===== src/rtl/matmul_lanes.sv =====
// Multi-lane matrix multiplier: M3 = M1 x M2^T, one result element per RD_LAT+K+1 cycles.
// LANES products are summed per cycle; operands are signed or unsigned per run.
module matmul_lanes #(
   parameter int A        = 16,
   parameter int B        = 32,
   parameter int C        = 24,
   parameter int BITS     = 8,
   parameter int OUT_BITS = 4*BITS,
   parameter int LANES    = 4,
   parameter int RD_LAT   = 1
) (
   input  logic                    clk,
   input  logic                    rst,
   input  logic                    start,
   input  logic                    sgn,
   output logic                    busy,
   output logic                    done,
   output logic [$clog2(A)-1:0]    m1_addr,
   input  logic [B*BITS-1:0]       m1_data,
   output logic [$clog2(C)-1:0]    m2_addr,
   input  logic [B*BITS-1:0]       m2_data,
   output logic [$clog2(A*C)-1:0]  m3_wr_addr,
   output logic [OUT_BITS-1:0]     m3_wr_data,
   output logic                    m3_wr_ena
);

   localparam int K   = B / LANES;
   localparam int KW  = (K > 1) ? $clog2(K) : 1;
   localparam int RW  = $clog2(A);
   localparam int CW  = $clog2(C);
   localparam int AW  = $clog2(A*C);
   localparam logic [KW-1:0] K_LAST    = KW'(K-1);
   localparam logic [RW-1:0] A_LAST    = RW'(A-1);
   localparam logic [CW-1:0] C_LAST    = CW'(C-1);
   localparam logic [1:0]    WAIT_INIT = 2'((RD_LAT > 0) ? RD_LAT-1 : 0);

   typedef enum logic [1:0] {S_IDLE, S_FETCH, S_ACCUM, S_WRITE} state_t;

   state_t              state_q, state_d;
   logic [RW-1:0]       row_q, row_d;
   logic [CW-1:0]       col_q, col_d;
   logic [KW-1:0]       chunk_q, chunk_d;
   logic [1:0]          wait_q, wait_d;
   logic [OUT_BITS-1:0] acc_q, acc_d;
   logic                sgn_q, sgn_d;
   logic                done_q, done_d;

   logic [OUT_BITS-1:0] lane_sum;
   logic [BITS-1:0]     op1, op2;
   logic [OUT_BITS-1:0] ext1, ext2;
   int                  idx;
   state_t              next_elem;

   // Extending both operands to OUT_BITS before multiplying gives the exact product mod 2^OUT_BITS.
   always_comb begin
      lane_sum = '0;
      op1      = '0;
      op2      = '0;
      ext1     = '0;
      ext2     = '0;
      idx      = 0;
      for (int l = 0; l < LANES; l++) begin
         idx  = int'(chunk_q) * LANES + l;
         op1  = m1_data[idx*BITS +: BITS];
         op2  = m2_data[idx*BITS +: BITS];
         ext1 = {{(OUT_BITS-BITS){sgn_q & op1[BITS-1]}}, op1};
         ext2 = {{(OUT_BITS-BITS){sgn_q & op2[BITS-1]}}, op2};
         lane_sum = lane_sum + ext1 * ext2;
      end
   end

   assign next_elem = (RD_LAT == 0) ? S_ACCUM : S_FETCH;

   always_comb begin
      state_d = state_q;
      row_d   = row_q;
      col_d   = col_q;
      chunk_d = chunk_q;
      wait_d  = wait_q;
      acc_d   = acc_q;
      sgn_d   = sgn_q;
      done_d  = 1'b0;
      case (state_q)
         S_IDLE: begin
            if (start) begin
               sgn_d   = sgn;
               row_d   = '0;
               col_d   = '0;
               chunk_d = '0;
               acc_d   = '0;
               wait_d  = WAIT_INIT;
               state_d = next_elem;
            end
         end
         S_FETCH: begin
            if (wait_q == 2'd0) begin
               chunk_d = '0;
               state_d = S_ACCUM;
            end else begin
               wait_d = wait_q - 2'd1;
            end
         end
         S_ACCUM: begin
            acc_d = acc_q + lane_sum;
            if (chunk_q == K_LAST) begin
               state_d = S_WRITE;
            end else begin
               chunk_d = chunk_q + 1'b1;
            end
         end
         S_WRITE: begin
            acc_d   = '0;
            chunk_d = '0;
            wait_d  = WAIT_INIT;
            state_d = next_elem;
            if (col_q == C_LAST) begin
               col_d = '0;
               if (row_q == A_LAST) begin
                  row_d   = '0;
                  state_d = S_IDLE;
                  done_d  = 1'b1;
               end else begin
                  row_d = row_q + 1'b1;
               end
            end else begin
               col_d = col_q + 1'b1;
            end
         end
         default: state_d = S_IDLE;
      endcase
   end

   always_ff @(posedge clk) begin
      if (rst) begin
         state_q <= S_IDLE;
         row_q   <= '0;
         col_q   <= '0;
         chunk_q <= '0;
         wait_q  <= '0;
         acc_q   <= '0;
         sgn_q   <= 1'b0;
         done_q  <= 1'b0;
      end else begin
         state_q <= state_d;
         row_q   <= row_d;
         col_q   <= col_d;
         chunk_q <= chunk_d;
         wait_q  <= wait_d;
         acc_q   <= acc_d;
         sgn_q   <= sgn_d;
         done_q  <= done_d;
      end
   end

   assign busy       = (state_q != S_IDLE);
   assign done       = done_q;
   assign m1_addr    = row_q;
   assign m2_addr    = col_q;
   assign m3_wr_ena  = (state_q == S_WRITE);
   assign m3_wr_data = acc_q;
   assign m3_wr_addr = AW'(row_q) * AW'(C) + AW'(col_q);

endmodule


===== config.mk =====
export PLATFORM = sky130hd
export DESIGN_NAME = matmul_lanes
export DESIGN_NICKNAME = d
export VERILOG_FILES = /design/src/rtl/matmul_lanes.sv
export SDC_FILE = /design/constraint.sdc
export NUM_CORES = 1
export LEC_CHECK = 0
export ABC_AREA = 1
export BUFFER_PORTS_ARGS = -buffer_cell sky130_fd_sc_hd__buf_4
export CORE_AREA = 8 8 214 216
export CTS_BUF_LIST = sky130_fd_sc_hd__clkbuf_4
export CTS_CLUSTER_SIZE = 20
export DETAILED_ROUTE_END_ITERATION = 8
export DIE_AREA = 0 0 222 224
export PLACE_DENSITY = 0.8
export SETUP_SLACK_MARGIN = 0.3
export SYNTH_ARGS = -nofsm -noshare
export SYNTH_HDL_FRONTEND = slang
export SYNTH_SLANG_ARGS = --single-unit

===== constraint.sdc =====
create_clock -name clk -period 12.4 [get_ports clk]
set_clock_uncertainty 0.1 [all_clocks]
set_input_delay 1.24 -clock clk [delete_from_list [all_inputs] [get_ports clk]]
set_output_delay 1.24 -clock clk [all_outputs]
set_load 0.005 [all_outputs]

==> flow_summary.yaml <==
yosys:
  yosys.area_share.simple_pct: 19.41
  syn_area_per_cell_sq_um: 7.211
  synth_seq_cells: 50
  synth_cell_types: 44
  synth_top_family_by_area: "adder cells"
  synth_fa_ha_area_share_pct: 44.44
  synth_nets: 4204
  yosys.area_share.xor_xnor_pct: 0.9702
  postSynthCellCount: 3130
  yosysTopAreaCell: "fa_1"
  yosys_warnings: 0
  synth_top_area_share_pct: 36.01
  muxShareOfSynthArea_pct: 0
  synth_compound_area_share_pct: 16.17
  seq_area_frac_synth_pct: 4.435
  syn-cell-area_sq_um: 22570
  synth.top_cells.by_area: "fa_1 36%, inv_1 11%, ha_1 8.4%"
critical_path:
  critPathTopFamily: "adder cells"
  critPathArrivalTime_ps: 11410
  required_ps: 12690
  worstPathMaxFanout: 138
  slowest_delay_ps: 590
  critPathMostFrequentCell: "inv_1"
  critPathSlowestCell: "fa_1"
  path_class: "reg -> reg"
  cp-end-kind: "register"
  start_kind: "register"
  critPathBufInv: 13
layout:
  nets: 4683
  final_cell_mix: "648 x inv_1, 581 x buf_4, 504 x nand2_1"
  fin_util_pct: 63.77
  drive_gt1_share_pct: 20.00
  mostFrequentLayoutCell: "inv_1"
  area_growth_pct: 20.10
timing:
  slew_violations: 0
  fin_crit_sh_pct: 89.68
  fin_crit_ps: 11120
  tightestPinTransition_ps: 1083
  rsz0062_at_grt: "false"
  fmax_mhz: 89.92
  tns_ps: 0
  fin_ws_ps: 1279
  slew_headroom_pct: 27.03
  hold_violations: 0
  setup-violations-final: 0
floorplanning:
  dieHeight_um: 224
  ioPinCount: 569
  dieArea_sq_um: 49730
  rows: 76
  start_util_pct: 53.10
  core_area_sq_um: 42510
  die_w_um: 222
cts:
  clock_latency_ps: 440
  cts_tree: "done"
  cts_buffer_depth: 2
  cts-root-buf: "clkbuf_4"
  htree_levels: 2
  post_cts_buffers: 0
  ctsResizeCount: 0
  clk_pin_slew_worst_paths_ps: 190
  cts_sinks: 50
  cts-hold-fix-buffers: 0
  cts_buffers: 5
placed_design:
  pre_cts_ws_ps: 1472
  globalplace.congestion: 1.154
  numPortBuffers: 568
  dp_hpwl_mm: 87.89
route:
  via_per_inst: 5.562
  via_count: 23230
  drt_wl_total_mm: 101.1
  ant_nets: 0
  dr.pass1.iters: 6
  drc: 0
  avgRoutedWirePerCell_um: 24.21
  first_iter_violations: 1999
grt:
  grt_pass1_vias: 23830
  grtUsageTotal_pct: 40.26
  grt_max_degree: 139
  grt.overflow.total: 0
  grt_pass1_wl_mm: 149.1
  antenna_found_initial: 19
status:
  status: "finished clean"
job:
  max-cap-violations: 0
worst_hold_path:
  hold_path_class: "reg -> reg"
[path summary, 6_finish.rpt]
check | slack, ps | start | to | depth (start not counted)
setup reg to reg | 1280 | chunk_q[0]$_SDFFE_PP0P_ | m3_wr_data[31]$_SDFFE_PP0P_ | 45
hold / removal | 380 | sgn_q$_SDFFE_PP0P_ | sgn_q$_SDFFE_PP0P_ | 2
setup / recovery | 1280 | chunk_q[0]$_SDFFE_PP0P_ | m3_wr_data[31]$_SDFFE_PP0P_ | 45
hold reg to reg | 380 | sgn_q$_SDFFE_PP0P_ | sgn_q$_SDFFE_PP0P_ | 2
[cell type report]
| type | count | area (sq um) |
|---|---|---|
| timing repair buffer | 585 | 4442 |
| multi-input combinational | 2285 | 18280 |
| sequential | 50 | 1008 |
| fill | 4008 | 15400 |
| antenna | 20 | 50.05 |
| inverter | 682 | 2577 |
| clock buffer | 5 | 37.54 |
| tap | 546 | 683.2 |
| clock inverter | 3 | 28.78 |
[Yosys cell counts, drive strengths merged]
library cell	instances
o32ai	1
inv	681
nand3	67
a211oi	2
clkbuf	35
o211ai	3
o221ai	2
o21ai	345
o21bai	8
nor2	469
or2	10
a21o	11
o21a	3
o31ai	2
nand3b	9
nor4	1
o22ai	127
nand4	9
dfxtp	50
a31oi	5
nand2	513
ha	152
xnor2	9
fa	406
buf	78
clkinv	1
a21oi	99
nor3	11
nor3b	3
a21boi	2
xor2	16
[worst min-delay path, delay by kind of cell (launching register included)]
family	cells	cell delay (ps)
compound gates	1	60
flops	1	340
buf+inv	1	60
[logic make-up (layout without fill, tap and decap cells)]
logic type | count (synthesis) | after routing
compound gates | 610 | 610
xor+xnor | 25 | 25
fa+ha+maj | 558 | 558
buf+inv | 795 | 1275
flops | 50 | 50
other cells | 0 | 20
simple gates | 1092 | 1092
[state kept, by name, indices dropped and copies added, names as in the netlist]
| signal | count |
|---|---|
| wait_q | 2 |
| m2_addr | 5 |
| done | 1 |
| state_q | 2 |
| m1_addr | 4 |
| m3_wr_data | 32 |
| chunk_q | 3 |
| sgn_q | 1 |
[per-stage QoR]
step / hold WS [ps] / instances / area [sq um]
floorplan: 357.0 / 3130 / 22570
global placement: 346.3 / 4148 / 26990
detailed placement: 351.3 / 4148 / 26990
CTS: 373.4 / 4156 / 27060
global route: 417.8 / 4172 / 27100
finish: 375.2 / 4176 / 27110
[metal layers]
metal	GRT usage (%)	part of all wire [%]	up-vias
met1	43.44	34	11070
met4	39.43	12	2
met2	65.34	46	1196
met3	8.292	7.9	314
met5	0	0.015	-
li1	-	-	10650
Power is not shown: default switching activity piles up to over one toggle a cycle in this logic, so the estimate is an artifact.
